**config.mk**
```make
export PLATFORM = sky130hd
export DESIGN_NAME = id_ex_stage_flat
export DESIGN_NICKNAME = d
export VERILOG_FILES = /design/src/rtl/riscv_pkg.sv /design/src/rtl/id_ex_stage_if.sv /design/src/rtl/alu_ctrl.sv /design/src/rtl/id_ex_stage.sv /design/src/flat_wrapper.sv
export SDC_FILE = /design/constraint.sdc
export NUM_CORES = 1
export LEC_CHECK = 0
export ABC_CLOCK_PERIOD_IN_PS = 3200
export CAP_MARGIN = 20
export CELL_PAD_IN_SITES_DETAIL_PLACEMENT = 1
export CELL_PAD_IN_SITES_GLOBAL_PLACEMENT = 1
export CORE_AREA = 5 5 269 271
export DETAILED_ROUTE_END_ITERATION = 8
export DIE_AREA = 0 0 274 276
export PLACE_DENSITY_LB_ADDON = 0.1
export SLEW_MARGIN = 20
export SYNTH_ARGS = -nofsm -noshare
export SYNTH_HDL_FRONTEND = slang
export SYNTH_SLANG_ARGS = --single-unit
```
**constraint.sdc**
```tcl
create_clock -name clk -period 3.2 [get_ports clk]
set_input_delay 0.64 -clock clk [delete_from_list [all_inputs] [get_ports clk]]
set_output_delay 0.64 -clock clk [all_outputs]
set_load 0.03 [all_outputs]
```
**src/rtl/riscv_pkg.sv**
```systemverilog
// Shared encodings for the pipelined and single-cycle cores: ALU codes,
// alu_op classes, forward-select values and the EX control bundle.
package riscv_pkg;

  typedef enum logic [3:0] {
    ALU_AND     = 4'b0000,
    ALU_OR      = 4'b0001,
    ALU_ADD     = 4'b0010,
    ALU_SUB     = 4'b0011,
    ALU_INVALID = 4'b1111
  } alu_code_e;

  typedef enum logic [1:0] {
    AOP_MEM    = 2'b00,
    AOP_BRANCH = 2'b01,
    AOP_RTYPE  = 2'b10,
    AOP_ITYPE  = 2'b11
  } alu_op_e;

  typedef enum logic [1:0] {
    FWD_RF  = 2'b00,
    FWD_MWB = 2'b01,
    FWD_EXM = 2'b10
  } fwd_sel_e;

  typedef struct packed {
    logic valid;
    logic reg_write;
    logic mem_read;
    logic mem_write;
    logic mem_to_reg;
    logic branch;
    logic alu_src;
  } ex_ctrl_t;

endpackage

```
**src/rtl/id_ex_stage_if.sv**
```systemverilog
// Decode/execute boundary bundle: ID-side inputs, bypass inputs, EX-side outputs.
interface id_ex_stage_if #(
  parameter int XLEN = 64,
  parameter int RA_W = 5
);
  logic            stall;
  logic            flush;
  logic            id_valid;
  logic            id_reg_write;
  logic            id_mem_read;
  logic            id_mem_write;
  logic            id_mem_to_reg;
  logic            id_branch;
  logic            id_alu_src;
  logic [1:0]      id_alu_op;
  logic [2:0]      id_funct3;
  logic            id_funct7_b5;
  logic [XLEN-1:0] id_pc;
  logic [XLEN-1:0] id_rs1_data;
  logic [XLEN-1:0] id_rs2_data;
  logic [XLEN-1:0] id_imm;
  logic [RA_W-1:0] id_rs1;
  logic [RA_W-1:0] id_rs2;
  logic [RA_W-1:0] id_rd;
  logic            exm_reg_write;
  logic [RA_W-1:0] exm_rd;
  logic [XLEN-1:0] exm_result;
  logic            mwb_reg_write;
  logic [RA_W-1:0] mwb_rd;
  logic [XLEN-1:0] mwb_result;
  logic            ex_valid;
  logic            ex_reg_write;
  logic            ex_mem_read;
  logic            ex_mem_write;
  logic            ex_mem_to_reg;
  logic            ex_branch;
  logic [XLEN-1:0] ex_pc;
  logic [RA_W-1:0] ex_rd;
  logic [3:0]      alu_code;
  logic [XLEN-1:0] alu_rs1;
  logic [XLEN-1:0] alu_rs2;
  logic [XLEN-1:0] ex_store_data;
  logic [1:0]      fwd_a;
  logic [1:0]      fwd_b;
  logic            load_use_stall;

  modport master (
    output stall, flush, id_valid, id_reg_write, id_mem_read, id_mem_write,
           id_mem_to_reg, id_branch, id_alu_src, id_alu_op, id_funct3,
           id_funct7_b5, id_pc, id_rs1_data, id_rs2_data, id_imm, id_rs1,
           id_rs2, id_rd, exm_reg_write, exm_rd, exm_result, mwb_reg_write,
           mwb_rd, mwb_result,
    input  ex_valid, ex_reg_write, ex_mem_read, ex_mem_write, ex_mem_to_reg,
           ex_branch, ex_pc, ex_rd, alu_code, alu_rs1, alu_rs2, ex_store_data,
           fwd_a, fwd_b, load_use_stall
  );

  modport slave (
    input  stall, flush, id_valid, id_reg_write, id_mem_read, id_mem_write,
           id_mem_to_reg, id_branch, id_alu_src, id_alu_op, id_funct3,
           id_funct7_b5, id_pc, id_rs1_data, id_rs2_data, id_imm, id_rs1,
           id_rs2, id_rd, exm_reg_write, exm_rd, exm_result, mwb_reg_write,
           mwb_rd, mwb_result,
    output ex_valid, ex_reg_write, ex_mem_read, ex_mem_write, ex_mem_to_reg,
           ex_branch, ex_pc, ex_rd, alu_code, alu_rs1, alu_rs2, ex_store_data,
           fwd_a, fwd_b, load_use_stall
  );
endinterface

```
**src/rtl/alu_ctrl.sv**
```systemverilog
// Combinational ALU-control decode; shared with the single-cycle core.
module alu_ctrl
  import riscv_pkg::*;
(
  input  logic [1:0] alu_op,
  input  logic [2:0] funct3,
  input  logic       funct7_b5,
  output logic [3:0] alu_code
);

  always_comb begin
    alu_code = ALU_INVALID;
    case (alu_op)
      AOP_MEM:    alu_code = ALU_ADD;
      AOP_BRANCH: alu_code = ALU_SUB;
      AOP_RTYPE: begin
        case (funct3)
          3'b000:  alu_code = funct7_b5 ? ALU_SUB : ALU_ADD;
          3'b111:  alu_code = ALU_AND;
          3'b110:  alu_code = ALU_OR;
          default: alu_code = ALU_INVALID;
        endcase
      end
      AOP_ITYPE: begin
        // funct7[5] is immediate payload for ADDI, so it cannot select SUB
        case (funct3)
          3'b000:  alu_code = ALU_ADD;
          3'b111:  alu_code = ALU_AND;
          3'b110:  alu_code = ALU_OR;
          default: alu_code = ALU_INVALID;
        endcase
      end
      default: alu_code = ALU_INVALID;
    endcase
  end

endmodule

```
**src/rtl/id_ex_stage.sv**
```systemverilog
// ID/EX pipeline register with ALU decode, EX/MEM + MEM/WB operand bypass
// and load-use hazard detection.
module id_ex_stage
  import riscv_pkg::*;
#(
  parameter int XLEN = 64,
  parameter int RA_W = 5
) (
  input  logic         clk,
  input  logic         rst_n,
  id_ex_stage_if.slave bus
);

  ex_ctrl_t        id_ctrl, ex_ctrl;
  logic [3:0]      id_code, code_q;
  logic [XLEN-1:0] pc_q, rs1d_q, rs2d_q, imm_q;
  logic [RA_W-1:0] rs1_q, rs2_q, rd_q;
  logic [1:0]      fwd_a, fwd_b;
  logic [XLEN-1:0] opnd_a, opnd_b;

  assign id_ctrl = '{valid:      bus.id_valid,
                     reg_write:  bus.id_reg_write,
                     mem_read:   bus.id_mem_read,
                     mem_write:  bus.id_mem_write,
                     mem_to_reg: bus.id_mem_to_reg,
                     branch:     bus.id_branch,
                     alu_src:    bus.id_alu_src};

  alu_ctrl u_alu_ctrl (
    .alu_op    (bus.id_alu_op),
    .funct3    (bus.id_funct3),
    .funct7_b5 (bus.id_funct7_b5),
    .alu_code  (id_code)
  );

  // Flush zeroes everything so a bubble carries rd=0 and can never bypass.
  always_ff @(posedge clk or negedge rst_n) begin
    if (!rst_n) begin
      ex_ctrl <= '0;
      code_q  <= '0;
      pc_q    <= '0;
      rs1d_q  <= '0;
      rs2d_q  <= '0;
      imm_q   <= '0;
      rs1_q   <= '0;
      rs2_q   <= '0;
      rd_q    <= '0;
    end else if (bus.flush) begin
      ex_ctrl <= '0;
      code_q  <= '0;
      pc_q    <= '0;
      rs1d_q  <= '0;
      rs2d_q  <= '0;
      imm_q   <= '0;
      rs1_q   <= '0;
      rs2_q   <= '0;
      rd_q    <= '0;
    end else if (!bus.stall) begin
      ex_ctrl <= id_ctrl;
      code_q  <= id_code;
      pc_q    <= bus.id_pc;
      rs1d_q  <= bus.id_rs1_data;
      rs2d_q  <= bus.id_rs2_data;
      imm_q   <= bus.id_imm;
      rs1_q   <= bus.id_rs1;
      rs2_q   <= bus.id_rs2;
      rd_q    <= bus.id_rd;
    end
  end

  // Youngest producer (EX/MEM) wins; x0 is hardwired zero and never bypassed.
  always_comb begin
    fwd_a = FWD_RF;
    if (bus.exm_reg_write && bus.exm_rd != '0 && bus.exm_rd == rs1_q)
      fwd_a = FWD_EXM;
    else if (bus.mwb_reg_write && bus.mwb_rd != '0 && bus.mwb_rd == rs1_q)
      fwd_a = FWD_MWB;

    fwd_b = FWD_RF;
    if (bus.exm_reg_write && bus.exm_rd != '0 && bus.exm_rd == rs2_q)
      fwd_b = FWD_EXM;
    else if (bus.mwb_reg_write && bus.mwb_rd != '0 && bus.mwb_rd == rs2_q)
      fwd_b = FWD_MWB;
  end

  always_comb begin
    case (fwd_a)
      FWD_EXM: opnd_a = bus.exm_result;
      FWD_MWB: opnd_a = bus.mwb_result;
      default: opnd_a = rs1d_q;
    endcase
    case (fwd_b)
      FWD_EXM: opnd_b = bus.exm_result;
      FWD_MWB: opnd_b = bus.mwb_result;
      default: opnd_b = rs2d_q;
    endcase
  end

  assign bus.ex_valid      = ex_ctrl.valid;
  assign bus.ex_reg_write  = ex_ctrl.reg_write;
  assign bus.ex_mem_read   = ex_ctrl.mem_read;
  assign bus.ex_mem_write  = ex_ctrl.mem_write;
  assign bus.ex_mem_to_reg = ex_ctrl.mem_to_reg;
  assign bus.ex_branch     = ex_ctrl.branch;
  assign bus.ex_pc         = pc_q;
  assign bus.ex_rd         = rd_q;
  assign bus.alu_code      = code_q;
  assign bus.fwd_a         = fwd_a;
  assign bus.fwd_b         = fwd_b;
  assign bus.alu_rs1       = opnd_a;
  assign bus.ex_store_data = opnd_b;
  assign bus.alu_rs2       = ex_ctrl.alu_src ? imm_q : opnd_b;

  assign bus.load_use_stall = ex_ctrl.valid && ex_ctrl.mem_read && rd_q != '0 &&
                              (rd_q == bus.id_rs1 || rd_q == bus.id_rs2);

endmodule
```
**src/flat_wrapper.sv**
```systemverilog
// flat-port wrapper written by rule: the top's interface ports become plain ports
module id_ex_stage_flat import riscv_pkg::*;
#(
  parameter int XLEN = 64,
  parameter int RA_W = 5
)
  (clk, rst_n, bus_stall, bus_flush, bus_id_valid, bus_id_reg_write, bus_id_mem_read, bus_id_mem_write, bus_id_mem_to_reg, bus_id_branch, bus_id_alu_src, bus_id_alu_op, bus_id_funct3, bus_id_funct7_b5, bus_id_pc, bus_id_rs1_data, bus_id_rs2_data, bus_id_imm, bus_id_rs1, bus_id_rs2, bus_id_rd, bus_exm_reg_write, bus_exm_rd, bus_exm_result, bus_mwb_reg_write, bus_mwb_rd, bus_mwb_result, bus_ex_valid, bus_ex_reg_write, bus_ex_mem_read, bus_ex_mem_write, bus_ex_mem_to_reg, bus_ex_branch, bus_ex_pc, bus_ex_rd, bus_alu_code, bus_alu_rs1, bus_alu_rs2, bus_ex_store_data, bus_fwd_a, bus_fwd_b, bus_load_use_stall);
  id_ex_stage_if #(.XLEN(XLEN), .RA_W(RA_W)) bus_i ();
  input  logic clk;
  input  logic rst_n;
  input wire logic [$bits(bus_i.stall)-1:0] bus_stall;
  input wire logic [$bits(bus_i.flush)-1:0] bus_flush;
  input wire logic [$bits(bus_i.id_valid)-1:0] bus_id_valid;
  input wire logic [$bits(bus_i.id_reg_write)-1:0] bus_id_reg_write;
  input wire logic [$bits(bus_i.id_mem_read)-1:0] bus_id_mem_read;
  input wire logic [$bits(bus_i.id_mem_write)-1:0] bus_id_mem_write;
  input wire logic [$bits(bus_i.id_mem_to_reg)-1:0] bus_id_mem_to_reg;
  input wire logic [$bits(bus_i.id_branch)-1:0] bus_id_branch;
  input wire logic [$bits(bus_i.id_alu_src)-1:0] bus_id_alu_src;
  input wire logic [$bits(bus_i.id_alu_op)-1:0] bus_id_alu_op;
  input wire logic [$bits(bus_i.id_funct3)-1:0] bus_id_funct3;
  input wire logic [$bits(bus_i.id_funct7_b5)-1:0] bus_id_funct7_b5;
  input wire logic [$bits(bus_i.id_pc)-1:0] bus_id_pc;
  input wire logic [$bits(bus_i.id_rs1_data)-1:0] bus_id_rs1_data;
  input wire logic [$bits(bus_i.id_rs2_data)-1:0] bus_id_rs2_data;
  input wire logic [$bits(bus_i.id_imm)-1:0] bus_id_imm;
  input wire logic [$bits(bus_i.id_rs1)-1:0] bus_id_rs1;
  input wire logic [$bits(bus_i.id_rs2)-1:0] bus_id_rs2;
  input wire logic [$bits(bus_i.id_rd)-1:0] bus_id_rd;
  input wire logic [$bits(bus_i.exm_reg_write)-1:0] bus_exm_reg_write;
  input wire logic [$bits(bus_i.exm_rd)-1:0] bus_exm_rd;
  input wire logic [$bits(bus_i.exm_result)-1:0] bus_exm_result;
  input wire logic [$bits(bus_i.mwb_reg_write)-1:0] bus_mwb_reg_write;
  input wire logic [$bits(bus_i.mwb_rd)-1:0] bus_mwb_rd;
  input wire logic [$bits(bus_i.mwb_result)-1:0] bus_mwb_result;
  output wire logic [$bits(bus_i.ex_valid)-1:0] bus_ex_valid;
  output wire logic [$bits(bus_i.ex_reg_write)-1:0] bus_ex_reg_write;
  output wire logic [$bits(bus_i.ex_mem_read)-1:0] bus_ex_mem_read;
  output wire logic [$bits(bus_i.ex_mem_write)-1:0] bus_ex_mem_write;
  output wire logic [$bits(bus_i.ex_mem_to_reg)-1:0] bus_ex_mem_to_reg;
  output wire logic [$bits(bus_i.ex_branch)-1:0] bus_ex_branch;
  output wire logic [$bits(bus_i.ex_pc)-1:0] bus_ex_pc;
  output wire logic [$bits(bus_i.ex_rd)-1:0] bus_ex_rd;
  output wire logic [$bits(bus_i.alu_code)-1:0] bus_alu_code;
  output wire logic [$bits(bus_i.alu_rs1)-1:0] bus_alu_rs1;
  output wire logic [$bits(bus_i.alu_rs2)-1:0] bus_alu_rs2;
  output wire logic [$bits(bus_i.ex_store_data)-1:0] bus_ex_store_data;
  output wire logic [$bits(bus_i.fwd_a)-1:0] bus_fwd_a;
  output wire logic [$bits(bus_i.fwd_b)-1:0] bus_fwd_b;
  output wire logic [$bits(bus_i.load_use_stall)-1:0] bus_load_use_stall;
  assign bus_i.stall = bus_stall;
  assign bus_i.flush = bus_flush;
  assign bus_i.id_valid = bus_id_valid;
  assign bus_i.id_reg_write = bus_id_reg_write;
  assign bus_i.id_mem_read = bus_id_mem_read;
  assign bus_i.id_mem_write = bus_id_mem_write;
  assign bus_i.id_mem_to_reg = bus_id_mem_to_reg;
  assign bus_i.id_branch = bus_id_branch;
  assign bus_i.id_alu_src = bus_id_alu_src;
  assign bus_i.id_alu_op = bus_id_alu_op;
  assign bus_i.id_funct3 = bus_id_funct3;
  assign bus_i.id_funct7_b5 = bus_id_funct7_b5;
  assign bus_i.id_pc = bus_id_pc;
  assign bus_i.id_rs1_data = bus_id_rs1_data;
  assign bus_i.id_rs2_data = bus_id_rs2_data;
  assign bus_i.id_imm = bus_id_imm;
  assign bus_i.id_rs1 = bus_id_rs1;
  assign bus_i.id_rs2 = bus_id_rs2;
  assign bus_i.id_rd = bus_id_rd;
  assign bus_i.exm_reg_write = bus_exm_reg_write;
  assign bus_i.exm_rd = bus_exm_rd;
  assign bus_i.exm_result = bus_exm_result;
  assign bus_i.mwb_reg_write = bus_mwb_reg_write;
  assign bus_i.mwb_rd = bus_mwb_rd;
  assign bus_i.mwb_result = bus_mwb_result;
  assign bus_ex_valid = bus_i.ex_valid;
  assign bus_ex_reg_write = bus_i.ex_reg_write;
  assign bus_ex_mem_read = bus_i.ex_mem_read;
  assign bus_ex_mem_write = bus_i.ex_mem_write;
  assign bus_ex_mem_to_reg = bus_i.ex_mem_to_reg;
  assign bus_ex_branch = bus_i.ex_branch;
  assign bus_ex_pc = bus_i.ex_pc;
  assign bus_ex_rd = bus_i.ex_rd;
  assign bus_alu_code = bus_i.alu_code;
  assign bus_alu_rs1 = bus_i.alu_rs1;
  assign bus_alu_rs2 = bus_i.alu_rs2;
  assign bus_ex_store_data = bus_i.ex_store_data;
  assign bus_fwd_a = bus_i.fwd_a;
  assign bus_fwd_b = bus_i.fwd_b;
  assign bus_load_use_stall = bus_i.load_use_stall;
  id_ex_stage #(.XLEN(XLEN), .RA_W(RA_W)) u_core (.clk(clk), .rst_n(rst_n), .bus(bus_i));
endmodule
```
## Yosys cells after proc, flatten, opt, wreduce, memory -nomap -nowiden

Index checks and enable logic that the tools add are counted.

- Register bits: 282
- Bits in latches: 0
- RAM bits: 0
- Memory bits (read-only): 0
- Bits of input ports: 428
- Output and inout port bits: 276
- Word-level logic and storage cells: 75
- Memories kept: 0

- Add/subtract/negate cells: 0
- $mul: 0
- Div/mod/pow operators: 0
- Order comparisons: 0
- Equal/unequal tests: 16
- Shift operators: 0
- Muxes and demuxes: 29
- Bitwise operators: 0
- Reduce and logical (&&, ||, !) cells: 15

Operators by type and width:

| kind | count |
|---|---|
| $mux 64 | 9 |
| $pmux 64 s2 | 2 |
| $eq 5x5->1 | 6 |
| $mux 5 | 6 |
| $pmux 4 s3 | 2 |
| $pmux 4 s4 | 1 |
| $reduce_bool 5->1 | 3 |
| $mux 7 | 2 |
| $logic_and 1x1->1 | 9 |
| $eq 2x2->1 const B | 4 |
| $mux 4 | 2 |
| $eq 2x1->1 const B | 3 |
| $eq 3x3->1 const B | 2 |
| $mux 2 | 2 |
| $logic_not 3->1 | 1 |
| $mux 1 | 3 |
| $logic_not 2->1 | 1 |
| $ne 2x1->1 const B | 1 |
| $logic_or 1x1->1 | 1 |

## Longest topological paths before layout

Gate-level depths: netlist of the first run.

- Depth after elaboration: 8
- Depth in mapped cells: 8
- Gate-level depth less buffers: 6

## By module

From an unflattened synthesis of the first run, not the netlist that was laid out.

- Cell total of the unflattened synthesis: 1619
- Area total of the unflattened synthesis: 15860.2 um^2

By module, submodules not included:

| module | instances | cells each | area an instance (um^2) |
|---|---|---|---|
| id_ex_stage | 1 | 1609 | 15803.9 |
| alu_ctrl | 1 | 10 | 56.3 |

## Least setup slack after synthesis of the first run

Ideal clock, no wire load.

- Path type: input to output
- Start: in bus_mwb_rd[0]
- End: out bus_alu_rs1[10]
- Data arrival time: 2.599 ns
- Data required time: 2.560 ns
- Path slack: -0.039 ns
- Stages on the path: 7
- Path buffers: 2
- Cells stage by stage: or4_1 o21a_1 and4_1 clkbuf_1 buf_2 mux2i_1 o21ai_0

- Longest elaborated chain between the ends: 7
- Elaborated cells between the ends (all ways): 9

RTL lines:

| item | RTL line | source |
|---|---|---|
| start, declared | flat_wrapper.sv:34 | `input wire logic [$bits(bus_i.mwb_rd)-1:0] bus_mwb_rd;` |
| $reduce_bool 5->1 | id_ex_stage.sv:76 | `else if (bus.mwb_reg_write && bus.mwb_rd != '0 && bus.mwb_rd == rs1_q)` |
| $logic_and 1x1->1 | id_ex_stage.sv:76 |  |
| $logic_and 1x1->1 (*) | id_ex_stage.sv:76 |  |
| $mux 1 (*) | id_ex_stage.sv:76 |  |
| $mux 2 (*) | id_ex_stage.sv:74 | `if (bus.exm_reg_write && bus.exm_rd != '0 && bus.exm_rd == rs1_q)` |
| $eq 2x1->1 or $eq 2x2->1 (tied branches) | id_ex_stage.sv:87 | `case (fwd_a)` |
| $pmux 64 s2 (*) | id_ex_stage.sv:87 |  |
| end, declared | flat_wrapper.sv:45 | `output wire logic [$bits(bus_i.alu_rs1)-1:0] bus_alu_rs1;` |

Every way passes the cells marked *; elsewhere a longest branch is shown, timed or not.

## Worst setup path in the final report of the first run

- Start: reg u_core.rs2_q[4]
- End: out bus_alu_rs2[29]

- Longest elaborated chain between the ends: 7
- Elaborated cells between the ends (all ways): 10

RTL lines:

| item | RTL line | source |
|---|---|---|
| start, declared | id_ex_stage.sv:17 | `logic [RA_W-1:0] rs1_q, rs2_q, rd_q;` |
| start signal, assigned | id_ex_stage.sv:66 | `rs2_q <= bus.id_rs2;` |
| $eq 5x5->1 | id_ex_stage.sv:82 | `else if (bus.mwb_reg_write && bus.mwb_rd != '0 && bus.mwb_rd == rs2_q)` |
| $logic_and 1x1->1 | id_ex_stage.sv:82 |  |
| $mux 1 | id_ex_stage.sv:82 |  |
| $mux 2 (*) | id_ex_stage.sv:80 | `if (bus.exm_reg_write && bus.exm_rd != '0 && bus.exm_rd == rs2_q)` |
| $eq 2x1->1 or $eq 2x2->1 (tied branches) | id_ex_stage.sv:92 | `case (fwd_b)` |
| $pmux 64 s2 (*) | id_ex_stage.sv:92 |  |
| $mux 64 (*) | id_ex_stage.sv:112 | `assign bus.alu_rs2 = ex_ctrl.alu_src ? imm_q : opnd_b;` |
| end, declared | flat_wrapper.sv:46 | `output wire logic [$bits(bus_i.alu_rs2)-1:0] bus_alu_rs2;` |

Marked as above.

==> flow_summary.json, run 1 <==
{
  "outcome": "finished, violations left",
  "violations": "negative setup slack",
  "cts_num_sinks": 281,
  "antenna_found_initial": 27,
  "die_x_um": 274,
  "drtIter0Drc": 670,
  "cts_hold_buf": 0,
  "grt_usage_pct": 21.89,
  "end_kind": "output pin",
  "clockBufferDepth": 3,
  "finalCritPeriodShare_pct": 111.0,
  "relSlewSlack_pct": 46.04,
  "place.gp.congestion": 0.8544,
  "finalClockSkew_ps": 0,
  "grt_pass1_vias": 17540,
  "r2r_start": "u_core.ex_ctrl[0]",
  "synthDominantCellAreaShare_pct": 44.31,
  "synth.area.top_cells": "dfrtp_1 (44%), mux2i_1 (26%), nor2_1 (8.2%)",
  "drive_gt1_share_pct": 29.62,
  "critPathMaxStageDelay_ps": 420,
  "period_needed_ps": 3553,
  "finalInstanceArea_sq_mm": 0.02966,
  "drt.antenna.violating_nets": 0,
  "grt_max_degree": 83,
  "vias": 15960,
  "path_clk_slew_ps": 60,
  "synth-edff-count": 0,
  "combPwrFrac_pct": 29.4,
  "critical-path-top-delay-family": "buffers and inverters",
  "power.share.switching_pct": 31.44,
  "tns_ps": -26160,
  "path_buf_inv": 6,
  "rrSetupSlack_ps": 1870,
  "cts_tree": "done",
  "p_seq_share_pct": 32.9,
  "fmax_mhz": 281.4,
  "setup_viol": 163,
  "overflow": 0,
  "hpwl_um": 61850,
  "cp_slowest_cell": "dfrtp_1",
  "synth_area_per_cell_sq_um": 9.814,
  "area_growth_pct": 86.88,
  "p_per_area_mw_per_mm2": 403.0,
  "seq_area_frac_synth_pct": 44.31,
  "rows": 97,
  "dieArea_sq_mm": 0.07562,
  "routed_wl_um": 88780,
  "place.port_buffers": 703,
  "critical_path.cell_chain": "xor2_1 -> nor3_1 -> buf_4 -> buf_12 -> nand4_4 -> buf_12 -> buf_16 -> buf_6 -> mux2i_4 -> a221oi_2 -> buf_4",
  "synth_top_flop_cell": "dfrtp_1",
  "drcViolationCount": 0,
  "syn_inst": 1617,
  "p_int_uw": 8193,
  "io_pins": 704,
  "cts.htree.levels": 2,
  "reg2reg_to": "u_core.ex_ctrl[0]",
  "fin_nets": 2866,
  "total_power_uw": 11950,
  "ys_ff_latch": 281,
  "start_util_pct": 22.82,
  "syn-cell-area_sq_mm": 0.01587,
  "worst_skew_pair.late_latency_ps": 560,
  "routedWlPerCell_um": 25.93,
  "numCtsBuffers": 38,
  "core-area_sq_mm": 0.06954,
  "critPathArrivalTime_ps": 2910,
  "worst-path-max-fanout": 5,
  "tightestPinTransition_ps": 809.4,
  "worst_hold_path_type": "in2async",
  "vias_per_cell": 4.660,
  "p_switching_uw": 3757,
  "crit_path_start_kind": "register",
  "chipHeight_um": 276,
  "firstDrtPassIters": 5,
  "r2r_cells": 3,
  "clockRootBuffer": "clkbuf_16",
  "syn-num-nets": 2045,
  "slew_viol_final": 0,
  "dpl.cell_count": 3238,
  "layoutNonFillerInstCount": 3424,
  "yosysWarnings": 0,
  "timing.final.ws_setup_ps": -353.1,
  "critPathKind": "reg2out",
  "vdd_drop_max_mv": 0.3350,
  "rsz0062_at_grt": "yes",
  "cellLeakagePower_uw": 0.01299,
  "grt_pass1_wl_um": 124300,
  "cp.required_ps": 2560,
  "synth_top_area_cell": "dfrtp_1",
  "p_clk_share_pct": 37.7,
  "drv_cap": 0,
  "synthArstFlopShare_pct": 100.0,
  "synth_cell_types": 32,
  "dpl_cell_area_sq_mm": 0.02445,
  "finalHoldViolCount": 0
}
## cell type report
| type | instances | area (sq um) |
|---|---|---|
| fill | 7467 | 39890 |
| timing repair buffer | 913 | 10110 |
| multi-input combinational | 1138 | 9733 |
| sequential | 281 | 7039 |
| tap | 940 | 1176 |
| clock buffer | 58 | 1116 |
| inverter | 66 | 255.2 |
| clock inverter | 12 | 186.4 |
| antenna | 16 | 40.04 |
## metrics by stage
stage	utilization (%)	worst slack, ps	hold WS [ps]
CTS	40.47	-350.5	118.6
global placement	35.16	-838.1	502.0
floorplan	-	-38.60	344.4
global route	42.63	-455.9	167.3
detailed placement	35.16	-811.1	512.5
finish	42.64	-353.1	99.90
## layer usage
layer	part of all wire (%)	vias to the layer above	wire length (um)	GRT usage, %
li1	-	7278	-	-
met1	39	7982	34420	25.39
met2	51	540	45510	39.61
met3	6.9	144	6110	5.783
met4	3.0	12	2668	6.079
met5	0.078	-	69	0
## logic make-up (layout without fill, tap and decap cells)
group | count (synthesis) | after routing | synth area share, %
muxes | 406 | 406 | 25.61
AOI/OAI and AO/OA | 203 | 203 | 9.943
xor gates and xnor gates | 30 | 30 | 1.656
other | 0 | 16 | 0
DFF | 281 | 281 | 44.31
buffers and inverters | 200 | 1049 | 5.827
and+or+nand+nor | 497 | 499 | 12.65
## how the worst max path moves through the flow
stage,startpoint,to,slack (ps),cells after the start
6_report,u_core.rs2_q[4],bus_alu_rs2[29],-350,11
5_1_grt,u_core.rs2_q[4],bus_alu_rs2[7],-460,10
4_1_cts,u_core.rs2_q[0],bus_alu_rs2[1],-350,10
3_5_place_dp,bus_mwb_rd[0],bus_alu_rs2[42],-810,9
3_3_place_gp,bus_mwb_rd[0],bus_alu_rs2[42],-840,9
2_1_floorplan,bus_mwb_rd[0],bus_alu_rs1[7],-40,7
## Yosys cell counts, types with 15 or more instances
cell type	n
nor3_1	72
nand2_1	66
buf_1	31
mux2i_1	406
a21oi_1	69
inv_1	66
a221oi_1	15
o21ai_1	49
nor2_1	347
xor2_1	20
dfrtp_1	281
a221oi_2	49
clkbuf_1	73
o21ai_0	15
## power by group through the flow
stage / registers [uW] / logic (uW) / clock network [uW]
CTS: 3920 / 3350 / 4670
floorplan: 4020 / 1330 / 0
global placement: 3960 / 3020 / 0
finish: 3930 / 3510 / 4510
detailed placement: 3970 / 3040 / 0
global route: 3950 / 3710 / 4790
## placed cells by master (no fill, tap or decap), drive strengths merged, types with 66 or more instances in the layout
cell type / n
buf: 406
clkbuf: 66
inv: 68
nor2: 348
nand2: 66
clkdlybuf4s50: 493
nor3: 72
a21oi: 69
mux2i: 406
dfrtp: 281
## what timing repair did
action / 4_1_cts / 5_1_grt
setup endpoints to repair: 195 / 194
pin swaps: 85 / 71
setup buffers: 55 / 30
cloned: 18 / 9
resized for setup: 378 / 219
(Power assumes the default switching activity.)
==> run 2, diff against run 1 <==
==> constraint.sdc (replaced) <==
create_clock -name clk -period 3.2 [get_ports clk]
set_input_delay 0.64 -clock clk [delete_from_list [all_inputs] [get_ports clk]]
set_output_delay 0.64 -clock clk [all_outputs]
set_load 0.005 [all_outputs]
==> run 2 against run 1 <==
Compared with the run above:
- the run still ends with negative setup slack left
- power decreased by 7.2%
- maximum frequency increased by 3.9%
- global-route usage increased by 0.73 points
- largest cell class unchanged
- via count increased by 1.5%
- worst setup slack improved by 130 ps
- highest routed layer unchanged
- flip-flop and latch count unchanged
- sequential power about the same
- cell area decreased by 0.49%
- clock skew unchanged
==> flow_summary.json, run 2 (synthesis results as in run 1) <==
{
  "finalClockSkew_ps": 0,
  "final_util_pct": 42.43,
  "grt_pass1_vias": 17860,
  "violations": "negative setup slack",
  "relSlewSlack_pct": 47.50,
  "setup_viol": 117,
  "cp_slowest_cell": "dfrtp_1",
  "drcViolationCount": 0,
  "holdWs_ps": 20.26,
  "io_pins": 704,
  "dpl.cell_count": 3278,
  "die_x_um": 274,
  "cts_tree": "done",
  "worst_skew_pair.late_latency_ps": 550,
  "layoutNonFillerInstCount": 3497,
  "cts.htree.levels": 2,
  "path_common_cell": "buf_12",
  "start_util_pct": 22.82,
  "routedWlPerCell_um": 25.77,
  "p_per_area_mw_per_mm2": 375.9,
  "path_buf_inv": 8,
  "vias": 16200,
  "finalHoldViolCount": 0,
  "grt_max_degree": 97,
  "vias_per_cell": 4.632,
  "final_common_cell": "clkdlybuf4s50_1",
  "worst_hold_path_type": "in2async",
  "clockRootBuffer": "clkbuf_16",
  "fin_nets": 2940,
  "drive_gt1_share_pct": 32.40,
  "cellLeakagePower_uw": 0.01316,
  "r2r_start": "u_core.ex_ctrl[0]",
  "total_power_uw": 11090,
  "layout_common_cells": "clkdlybuf4s50_1 (494), mux2i_1 (330), nor2_1 (311)",
  "path_clk_slew_ps": 50,
  "crit_path_start_kind": "register",
  "rows": 97,
  "drv_cap": 0,
  "cts_hold_buf": 0,
  "critPathKind": "reg2out",
  "place.port_buffers": 703,
  "cp.required_ps": 2560,
  "area_growth_pct": 85.96,
  "vdd_drop_max_mv": 0.3202,
  "end_kind": "output pin",
  "grt_usage_pct": 22.62,
  "outcome": "finished, violations left",
  "routed_wl_um": 90140,
  "tightestPinTransition_ps": 787.6,
  "critical-path-top-delay-family": "buffers and inverters",
  "overflow": 0,
  "slew_viol_final": 0,
  "firstDrtPassIters": 5,
  "dieArea_sq_mm": 0.07562,
  "chipHeight_um": 276,
  "timing.final.ws_setup_ps": -220.7,
  "rsz0062_at_grt": "yes",
  "hpwl_um": 64490,
  "critical_path.cell_chain": "xor2_1 -> nor3_2 -> buf_4 -> nand3_4 -> buf_6 -> inv_4 -> nor2_4 -> buf_12 -> buf_12 -> buf_12 -> buf_6 -> a221oi_4 -> buf_2",
  "numCtsBuffers": 39,
  "clockBufferDepth": 3,
  "crit_start": "u_core.rs2_q[4]",
  "finalCritPeriodShare_pct": 106.9,
  "drtIter0Drc": 634,
  "antenna_found_initial": 31,
  "critPathMaxStageDelay_ps": 420,
  "worst-path-max-fanout": 7,
  "drt.antenna.violating_nets": 0,
  "fmax_mhz": 292.3,
  "grt_pass1_wl_um": 127500,
  "period_needed_ps": 3421,
  "cts_num_sinks": 281,
  "dp_slack_ps": -936.4,
  "core-area_sq_mm": 0.06954,
  "critPathArrivalTime_ps": 2780,
  "place.gp.congestion": 0.9034
}
-- run 2: cell type report --
type	instances	area (sq um)
diodes	17	42.54
clock buffers	59	1152
clock inverters	10	122.6
well taps	940	1176
multi-input cells	1136	9838
fillers	7593	40030
inverters	66	250.2
repair buffers	988	9892
flip-flops and latches	281	7036
-- run 2: worst reg2reg max path, cell delays in order, from the launching register on --
cell	delay [ps]
dfrtp_4	500
buf_12	290
mux2i_1	190
nor2_1	150
-- run 2: per-layer routing --
metal	share of wire, %	global-route usage [%]	wire [um]
met5	0.16	0	145
met4	2.8	5.860	2565
met3	6.8	7.041	6107
met2	52	41.55	47130
met1	38	25.24	34190
-- run 2: timing repair --
item                       in CTS  in global routing
setup endpoints to repair     196                192
buffers inserted               85                 51
resized for setup             836                421
pin swaps                      69                 78
gates cloned                   16                  2
-- run 2: path summary, 6_finish.rpt --
| path | slack (ps) | endpoint | cells past startpoint |
|---|---|---|---|
| worst max-delay path | -220 | bus_alu_rs2[14] | 13 |
| worst min-delay path | 20 | u_core.bus.ex_pc[18] | 1 |
| worst max register to register | 1990 | u_core.ex_ctrl[0] | 3 |
| worst min register to register | 520 | u_core.imm_q[39] | 2 |
| max in group asynchronous | 2230 | u_core.bus.ex_pc[9] | 3 |
| min in group clk | 520 | u_core.imm_q[39] | 2 |
-- run 2: report_power, final --
| group | switching [uW] | internal [uW] | leakage, uW | total (uW) |
|---|---|---|---|---|
| logic | 1260 | 1520 | 0.00881 | 2770 |
| registers | 172 | 3760 | 0.00373 | 3930 |
| clock network | 1740 | 2650 | 0.000627 | 4390 |
-- run 2: per-stage QoR --
stage                     area (sq um)  setup TNS, ps
after detailed placement         25060        -143910
after global routing             29490         -25060
after CTS                        28310         -27470
after global placement           25060        -144790
after floorplan                  15870              0
final                            29510         -11420
